[src/rtl/phy_pkg.sv]
// Shared PHY lane definitions: alignment symbol, lane-word format and rx FSM states.
// Imported by both the transmit and receive sides so the two stay in agreement.
package phy_pkg;

    localparam logic [7:0] COM_SYM = 8'hBC;
    localparam int         LANE_W  = 9;

    typedef enum logic [1:0] {
        SEARCH,
        ALIGN,
        LOCKED
    } rx_state_t;

    typedef struct packed {
        logic       valid;
        logic [7:0] data;
    } lane_word_t;

endpackage

[src/rtl/phy_rx_com_detector.sv]
// Serial-in shift register (MSB of each byte first) plus COM symbol comparator.
// sr_o[7] holds the oldest bit; com_match_o is combinational on the registered window.
module phy_rx_com_detector
    import phy_pkg::*;
#(
    parameter logic [7:0] COM = COM_SYM
) (
    input  logic       clk_i,
    input  logic       rst_i,
    input  logic       serial_i,
    output logic [7:0] sr_o,
    output logic       com_match_o
);

    logic [7:0] sr_q;

    // NOTE: sequential state uses non-blocking assignments so every flop samples pre-edge values.
    always_ff @(posedge clk_i or posedge rst_i) begin
        if (rst_i) begin
            sr_q <= '0;
        end else begin
            sr_q <= {sr_q[6:0], serial_i};
        end
    end

    assign sr_o        = sr_q;
    assign com_match_o = (sr_q == COM);

endmodule

[src/rtl/phy_rx_serial_paralelo.sv]
// Single-lane receive deserializer: acquires byte alignment from repeated COM symbols,
// then emits one {valid, data} lane word every 8 bit-clocks while locked.
module phy_rx_serial_paralelo
    import phy_pkg::*;
#(
    parameter int unsigned BC_LOCK = 4,
    parameter logic [7:0]  COM     = COM_SYM
) (
    input  logic              clk16f,
    input  logic              reset,
    input  logic              serial_in,
    output logic [LANE_W-1:0] paralelo_out,
    output logic              byte_stb,
    output logic              active
);

    localparam logic [3:0] BC_LOCK_W = 4'(BC_LOCK);

    logic [7:0] sr;
    logic       com_match;
    logic       boundary;

    rx_state_t  state_q, state_d;
    logic [3:0] com_cnt_q, com_cnt_d;
    logic [2:0] bit_cnt_q, bit_cnt_d;
    lane_word_t out_q, out_d;
    logic       stb_q, stb_d;

    phy_rx_com_detector #(
        .COM (COM)
    ) u_com_detector (
        .clk_i       (clk16f),
        .rst_i       (reset),
        .serial_i    (serial_in),
        .sr_o        (sr),
        .com_match_o (com_match)
    );

    // bit_cnt_q == 0 marks every 8th cycle after the COM that fixed the alignment.
    assign boundary = (bit_cnt_q == 3'd0);

    // NOTE: every always_comb output gets a default first so no path can infer a latch.
    always_comb begin
        state_d   = state_q;
        com_cnt_d = com_cnt_q;
        bit_cnt_d = bit_cnt_q + 3'd1;
        out_d     = out_q;
        stb_d     = 1'b0;

        unique case (state_q)
            SEARCH: begin
                if (com_match) begin
                    bit_cnt_d = 3'd1;
                    com_cnt_d = 4'd1;
                    state_d   = (BC_LOCK == 1) ? LOCKED : ALIGN;
                end
            end
            ALIGN: begin
                if (boundary) begin
                    if (com_match) begin
                        com_cnt_d = com_cnt_q + 4'd1;
                        if (com_cnt_d == BC_LOCK_W) begin
                            state_d = LOCKED;
                        end
                    end else begin
                        com_cnt_d = 4'd0;
                        state_d   = SEARCH;
                    end
                end
            end
            LOCKED: begin
                if (boundary) begin
                    stb_d = 1'b1;
                    if (com_match) begin
                        out_d = '0;
                    end else begin
                        out_d.valid = 1'b1;
                        out_d.data  = sr;
                    end
                end
            end
            default: begin
                state_d = SEARCH;
            end
        endcase
    end

    always_ff @(posedge clk16f or posedge reset) begin
        if (reset) begin
            state_q   <= SEARCH;
            com_cnt_q <= '0;
            bit_cnt_q <= '0;
            out_q     <= '0;
            stb_q     <= 1'b0;
        end else begin
            state_q   <= state_d;
            com_cnt_q <= com_cnt_d;
            bit_cnt_q <= bit_cnt_d;
            out_q     <= out_d;
            stb_q     <= stb_d;
        end
    end

    assign paralelo_out = out_q;
    assign byte_stb     = stb_q;
    assign active       = (state_q == LOCKED);

endmodule

[config.mk]
export PLATFORM = sky130hd
export DESIGN_NAME = phy_rx_serial_paralelo
export DESIGN_NICKNAME = d
export VERILOG_FILES = /design/src/rtl/phy_pkg.sv /design/src/rtl/phy_rx_com_detector.sv /design/src/rtl/phy_rx_serial_paralelo.sv
export SDC_FILE = /design/constraint.sdc
export NUM_CORES = 1
export LEC_CHECK = 0
export ABC_AREA = 1
export CAP_MARGIN = 0
export CORE_UTILIZATION = 45
export CTS_CLUSTER_DIAMETER = 80
export DETAILED_ROUTE_END_ITERATION = 8
export HOLD_SLACK_MARGIN = 0.08
export PLACE_DENSITY = 0.71
export SLEW_MARGIN = 20
export SYNTH_ARGS = -nofsm -noshare
export SYNTH_HDL_FRONTEND = slang
export SYNTH_SLANG_ARGS = --single-unit
[constraint.sdc]
create_clock -name clk16f -period 2.9 [get_ports clk16f]
set_input_delay 0.29 -clock clk16f [delete_from_list [all_inputs] [get_ports clk16f]]
set_output_delay 0.29 -clock clk16f [all_outputs]
set_load 0.005 [all_outputs]
# After elaboration in Yosys (flattened, before gate mapping)
# Index checks and enable logic that the tools add are counted.
[op_classes]
n_addsub = 2
n_eq_ne = 7
reduce_logical = 6
muxes = 14
n_bitwise = 1
[op_table]
columns = ["op", "n"]
rows = [
  ["$mux W4", 3],
  ["$mux W9", 1],
  ["$eq A8 B8 Y1 const B", 1],
  ["$mux W2", 4],
  ["$pmux W4 S2", 1],
  ["$mux W3", 2],
  ["$pmux W2 S3", 1],
  ["$add A4 B1 Y4 const B", 1],
  ["$eq A4 B3 Y1 const B", 1],
  ["$ne A2 B2 Y1 const B", 2],
  ["$reduce_and A4 Y1", 1],
  ["$add A3 B1 Y3 const B", 1],
  ["$logic_not A3 Y1", 1],
  ["$ne A3 B3 Y1 const B", 1],
  ["$reduce_and A3 Y1", 1],
  ["$eq A2 B1 Y1 const B", 1],
  ["$eq A2 B2 Y1 const B", 1],
  ["$logic_not A2 Y1", 1],
  ["$mux W1", 2],
  ["$reduce_and A2 Y1", 1],
  ["$reduce_bool A2 Y1", 1],
  ["$not A1 Y1", 1],
]
[word_totals]
reg_bits = 27
elab_cells = 37
inputBits = 3
out_inout_bits = 11

# Depth between registers and ports, before layout
# Gate-level depths: netlist (run 1).
[depth]
word_depth = 6
mapped_depth = 10

# By module
# A second synthesis (run 1) with hierarchy kept.
[unflattened]
cells_unflattened = 130
hier_area_um2 = 1198.6
[modules_own_cells]
columns = ["module", "cells_each", "n_inst", "area_per_inst_um2"]
rows = [
  ["phy_rx_serial_paralelo", 111, 1, 954.7],
  ["phy_rx_com_detector", 19, 1, 244.0],
]

# Least setup slack after synthesis (run 1)
# Ideal clock, no wire load.
[synth_timing]
path_kind = "register to register"
start = "register bit_cnt_q[0]"
end = "register out_q, in the netlist paralelo_out[0]"
setup_time_ns = 0.117
required_ns = 2.783
path_stages_with_launch = 11
setup_slack_ns = 1.602
t_arrival_ns = 1.180
cell_sequence = "dfrtp_1 > inv_1 > ha_1 > inv_1 > nor2_2 > inv_2 > nor2_8 > inv_4 > buf_6 > nand2_1 > o21ai_2"
[synth_between]
elab_chain_cells = 2
[synth_lines]
columns = ["element", "line", "source"]
rows = [
  ["start, declared", "phy_rx_serial_paralelo.sv:25", "logic [2:0] bit_cnt_q, bit_cnt_d;"],
  ["start signal, assigned", "phy_rx_serial_paralelo.sv:98", "bit_cnt_q <= bit_cnt_d;"],
  ["$logic_not A3 Y1", "phy_rx_serial_paralelo.sv:40", "assign boundary = (bit_cnt_q == 3'd0);"],
  ["$reduce_and A2 Y1 (no source line)", "n/a", ""],
  ["end signal, assigned", "phy_rx_serial_paralelo.sv:99", "out_q <= out_d;"],
  ["end, declared", "phy_rx_serial_paralelo.sv:26", "lane_word_t out_q, out_d;"],
]
# No other way between the ends.
# A chain may end at the register's enable or synchronous reset.

# Worst setup path after layout (run 1)
[layout_timing]
start = "register state_q[0]"
end = "output port active"
[layout_between]
elab_chain_cells = 1
[layout_lines]
columns = ["element", "line", "source"]
rows = [
  ["start, declared", "phy_rx_serial_paralelo.sv:23", "rx_state_t state_q, state_d;"],
  ["start signal, assigned", "phy_rx_serial_paralelo.sv:96", "state_q <= state_d;"],
  ["$eq A2 B2 Y1", "phy_rx_serial_paralelo.sv:106", "assign active = (state_q == LOCKED);"],
  ["end, declared", "phy_rx_serial_paralelo.sv:14", "output logic active"],
]
# No other way between the ends.

==> impl_results.md, run 1 <==
* Outcome: finished, final reports clean
* Post-synthesis sequential area ratio at 56.5%
* Post-CTS Hold Fix Bufs at 0
* FMAX at 548 MHz
* Max-cap violation count at 0
* CP max FO at 3
* Critical Path Stages at 4
* Synth Register Bits at 27
* Total power per unit cell area at 479 nW/um^2
* Grt total ovfl at 0
* FF/Latch Area at 676 um^2
* Buffers on Ports at 13
* Crit. End Element: output port
* Clock Root Buffer: clkbuf_4
* Critical path's slowest cell: clkdlybuf4s50_1
* DR vias/cell at 4.81
* Critical Path Sink: active
* Hold Crit Class: in2async
* Met3 usage at 2.54%
* R2R depth at 9
* Min Tclk post-route at 1.82 ns
* TNS Setup at 0 ns
* ANT cells at 0
* GR Util met1 at 21.4%
* Total GRT Usage at 16.6%
* Fillers at 227
* Crit Path Class: reg2out
* DP Worst Slack at 1.39 ns
* TritonRoute pass-1 iters at 4
* Post-DP HPWL at 1.44 mm
* Crit start category: register
* WL/cell at 11.1 um
* Met2 Resource Use GR at 26.7%
* Reg2reg start: bit_cnt_q[0]
* Synth cell types at 17
* Peak supply drop at 0.000312 V
* Core ar. at 2500 um^2
* I/O pin count at 14
* Synth warn at 0
* First-pass GRT wire length at 3.34 mm
* Vias in the first global route at 769
* Multi-input gate area at 432 um^2
* Final hold vios at 0
* Clock sink count at 27
* Syn_area_per_cell at 9.13 um^2
* Slew @ Worst Pin at 0.922 ns
* RSZ-0062 raised after global routing: no
* Via count at 852
* Syn_nets at 138
* RePlAce Congestion at 0.742
* CTS Buf Count at 3
* Data required time at the worst endpoint at 2.61 ns
* Clock slew at reported path FFs at 0.13 ns
* Worst slew margin at 38.2%
* DRT antenna net count at 0
* R2R Path End: paralelo_out[8]
* Bufs on Longest Clock Path at 2
* Share of cells above drive strength 1 at 10.9%
* Crit path from: state_q[0]
* DRT Wirelength at 1.97 mm
* Post-CTS Resized at 0
* Die area at 2870 um^2
* Starting Density at 47.8%
* R2r setup slk at 1.55 ns
* Synthesized area at 1200 um^2
* Worst skew pair latency at 0.31 ns
* Cell Chain, Critical Path: inv_1, nand2_2, inv_1, clkdlybuf4s50_1
* Endpoints failing setup at 0
* Antenna violations before repair at 0
* Largest net degree at the start of global routing at 28
* Initial DRC count at 4
* Cells after Synth at 131
* Final worst setup slack at 1.08 ns
* Final period utilization at 62.9%
* Worst path most repeated cell: inv_1
* Worst Skew at 0.00168 ns
* Delay-heaviest family, CP: buffers and inverters
* CTS tree: yes
* Post-layout nets at 155
* CP Buf/Inv Count at 3
* H-tree depth at 1
* Slowest stage delay, CP at 0.50 ns
* Busiest layer in global routing: met2
* Leakage at 0.755 nW
* Final slew viol count at 0
* CP arrival at 1.53 ns
* Row cnt at 18
* Syn-to-layout area delta at 15.3%
* Chip Height at 53.6 um
* DRC at 0
* Die X-Extent at 53.6 um
* Post-CTS Setup Inserts at 0
-- worst min path at each step --
stage | from | end | slack, ns | depth (start not counted)
after CTS | serial_in | u_com_detector.sr_o[0] | 0.39 | 1
after detailed placement | u_com_detector.sr_o[6] | u_com_detector.sr_o[7] | 0.36 | 0
after global placement | u_com_detector.sr_o[6] | u_com_detector.sr_o[7] | 0.36 | 0
after global routing | serial_in | u_com_detector.sr_o[0] | 0.39 | 1
after floorplan | serial_in | u_com_detector.sr_o[0] | 0.32 | 0
final | reset | u_com_detector.sr_o[0] | 0.35 | 2
-- cell usage after synthesis --
master	count	area (um^2)
nand4_1	2	12.5
nor2_2	4	25.0
inv_2	1	3.75
ha_1	4	50.1
nand3_2	1	10.0
o21ai_0	3	15.0
dfrtp_1	27	676
nand3_1	15	75.1
xor2_1	1	8.76
o21ai_2	3	26.3
inv_1	18	67.6
nor2_1	5	18.8
inv_4	1	6.26
buf_6	1	11.3
nand2_1	42	158
nand2_2	2	12.5
nor2_8	1	20.0
-- logic make-up (layout without fill, tap and decap cells) --
kind of cell,Yosys count,in the layout,share of synthesized area (%)
flops,27,27,56.5
buf+inv,21,37,7.43
simple gates,72,72,27.7
compound gates,6,6,3.45
xor+xnor,1,1,0.732
fa+ha+maj,4,4,4.18
-- per-stage QoR --
stage / util, % / hold WS, ns / area [um^2] / total power [W] / instances
detailed placement: 54.1 / 0.364 / 1350 / 0.000514 / 173
floorplan: - / 0.321 / 1200 / 0.000493 / 131
CTS: 55.2 / 0.387 / 1380 / 0.000669 / 177
global route: 55.2 / 0.386 / 1380 / 0.000700 / 177
finish: 55.2 / 0.350 / 1380 / 0.000660 / 177
global placement: 54.1 / 0.358 / 1350 / 0.000507 / 173
-- power by group --
group	switching, W	total, W	internal [W]
combinational	0.0000438	0.0000743	0.0000304
clock	0.000102	0.000155	0.0000538
sequential	0.0000260	0.000430	0.000405
-- area by class of cell --
cell class / count / share of cell area [%]
multi-input combinational: 83 / 31.3
timing repair buffer: 13 / 9.44
sequential: 27 / 49.0
tap: 30 / 2.72
clock buffer: 4 / 1.91
inverter: 20 / 5.63
-- state kept, by name, summed over array words and instances, names as in the netlist --
signal and flops:
bit_cnt_q 3, byte_stb 1, com_cnt_q 4, paralelo_out 9, state_q 2, u_com_detector.sr_o 8
-- routing by layer --
metal  wire length, um  share of wire [%]  up-vias
met5                 0                  0        -
met4                47                2.4        0
met1               930                 47      394
met2               932                 47       18
li1                  -                  -      436
met3                60                3.0        4
-- cell usage in the layout, fill, tap and decap left out --
cell type        synthesis  layout
clkbuf_1                 0       1
clkbuf_4                 0       3
clkdlybuf4s50_1          0      13
clkinv_1                 0       1
dfrtp_1                 27      27
ha_1                     4       4
inv_1                   18      17
inv_2                    1       1
inv_4                    1       1
nand2_1                 42      42
nand2_2                  2       2
nand3_1                 15      15
nand3_2                  1       1
nand4_1                  2       2
nor2_1                   5       5
nor2_2                   4       4
nor2_8                   1       1
o21ai_0                  3       3
o21ai_2                  3       3
xor2_1                   1       1
(Power assumes the default switching activity.)
==> run 2, diff against run 1 <==
- clock period: 2.9 -> 1.8 ns (I/O delays scaled with it)
==> run 2 against run 1 <==
Effect of this change: cell count increased by 0.56%; final area increased by 1.3%; via count rose by 3.5%; first-iteration DRC count rose to 6.3 times the previous value; combinational power is 67% higher; clock skew increased by 0.0012 ns; register-to-register slack lost 1.1 ns; global-route usage increased by 1.1 points; largest cell class unchanged; critical endpoint unchanged; sequential power is 61% higher.
==> impl_results.md, run 2 (synthesis results as in run 1) <==
* Outcome: finished, final reports clean
* Slew @ Worst Pin at 0.342 ns
* I/O pin count at 14
* Leakage at 0.769 nW
* Crit Path Class: reg2out
* Worst skew pair latency at 0.33 ns
* Reg2reg start: bit_cnt_q[0]
* Final hold vios at 0
* Total power per unit cell area at 785 nW/um^2
* Busiest layer in global routing: met2
* Register share of total power at 63.3%
* ANT cells at 0
* Final period utilization at 94.5%
* Peak supply drop at 0.000561 V
* Clock Root Buffer: clkbuf_4
* DRC at 0
* Final worst setup slack at 0.0990 ns
* Largest net degree at the start of global routing at 28
* Multi-input gate area at 437 um^2
* Final slew viol count at 0
* Max reg flops at 9
* Vias in the first global route at 841
* DR vias/cell at 4.96
* Bufs on Longest Clock Path at 2
* R2r setup slk at 0.45 ns
* Total GRT Usage at 17.7%
* WL/cell at 11.3 um
* Worst Skew at 0.00289 ns
* Clock slew at reported path FFs at 0.15 ns
* Data required time at the worst endpoint at 1.62 ns
* Chip Height at 53.6 um
* CP max FO at 3
* DRT Wirelength at 2.01 mm
* Min Tclk post-route at 1.70 ns
* Crit. End Element: output port
* Post-CTS Setup Inserts at 0
* RSZ-0062 raised after global routing: no
* Starting Density at 47.8%
* Crit start category: register
* RePlAce Congestion at 0.792
* First-pass GRT wire length at 3.64 mm
* R2R Path End: paralelo_out[8]
* Share of cells above drive strength 1 at 12.2%
* GR Util met1 at 24.0%
* Via count at 882
* Clock sink count at 27
* Grt total ovfl at 0
* H-tree depth at 1
* CP arrival at 1.52 ns
* CTS tree: yes
* Die area at 2870 um^2
* R2R depth at 8
* Initial DRC count at 25
* Buffers on Ports at 13
* TNS Setup at 0 ns
* Post-DP HPWL at 1.54 mm
* Commonest non-fill, non-tap cells in the layout: nand2_1, dfrtp_1, inv_1
* Fillers at 220
* CTS Buf Count at 3
* Endpoints failing setup at 0
* Commonest non-fill, non-tap cell in the layout: nand2_1
* Met3 usage at 1.69%
* Psw at 0.000302 W
* Switch share at 27.6%
* DRT antenna net count at 0
* Hold Crit Class: in2async
* Row cnt at 18
* Core ar. at 2500 um^2
* Antenna violations before repair at 0
* DP Worst Slack at 0.449 ns
* Power share of the clock group at 25.4%
* Part of the power in combinational logic at 11.3%
* Syn-to-layout area delta at 16.7%
* Die X-Extent at 53.6 um
* Worst slew margin at 77.2%
* Met2 Resource Use GR at 28.3%
* FF/Latch Area at 676 um^2
* Max-cap violation count at 0
* TritonRoute pass-1 iters at 4
* FMAX at 588 MHz
* Post-layout nets at 156
* P_int at 0.000794 W
## run 2: final cells by class
class	instances	area share [%]
Inverter	20	5.56
Sequential cell	27	48.4
Clock inverter	1	0.627
Clock buffer	3	1.61
Tap cell	30	2.69
Multi-Input combinational cell	83	31.3
Timing Repair Buffer	14	9.86
## run 2: how the worst max path moves through the flow
stage | from | to | slack, ns | cells past startpoint
after global routing | state_q[0] | active | 0.03 | 4
after floorplan | bit_cnt_q[0] | paralelo_out[0] | 0.50 | 10
after detailed placement | bit_cnt_q[0] | paralelo_out[8] | 0.45 | 8
after CTS | state_q[0] | active | 0.06 | 4
final | state_q[0] | active | 0.1 | 4
after global placement | state_q[0] | active | 0.48 | 4
## run 2: per-layer routing
metal	vias up	part of all wire (%)
met5	-	0
met1	423	44
li1	443	-
met2	14	52
met3	2	3.2
met4	0	0.70
## run 2: timing repair
| item | CTS | global route |
|---|---|---|
| gates resized for setup | 0 | 1 |
| endpoints found under the setup margin | 0 | 1 |
| hold buffers | 0 | 0 |
## run 2: power groups by stage
stage | Sequential, W | Clock, W | Combinational, W
2_1_floorplan | 0.000694 | 0 | 0.0000994
3_3_place_gp | 0.000703 | 0 | 0.000119
3_5_place_dp | 0.000706 | 0 | 0.000127
4_1_cts | 0.000694 | 0.000290 | 0.000128
5_1_grt | 0.000699 | 0.000308 | 0.000148
6_report | 0.000694 | 0.000279 | 0.000124
## run 2: critical path, cell delays in order (launching register included)
cell and delay (ns):
dfrtp_1 0.42, inv_1 0.13, nand2_4 0.09, inv_1 0.07, clkdlybuf4s50_1 0.49
## run 2: stage by stage
stage	hold slack [ns]	area, um^2	std cells	util, %	power [W]
global placement	0.358	1360	174	54.4	0.000822
floorplan	0.211	1200	131	-	0.000794
detailed placement	0.364	1360	174	54.4	0.000832
CTS	0.194	1390	178	55.7	0.00111
finish	0.195	1400	178	55.9	0.00110
global route	0.251	1400	178	55.9	0.00116
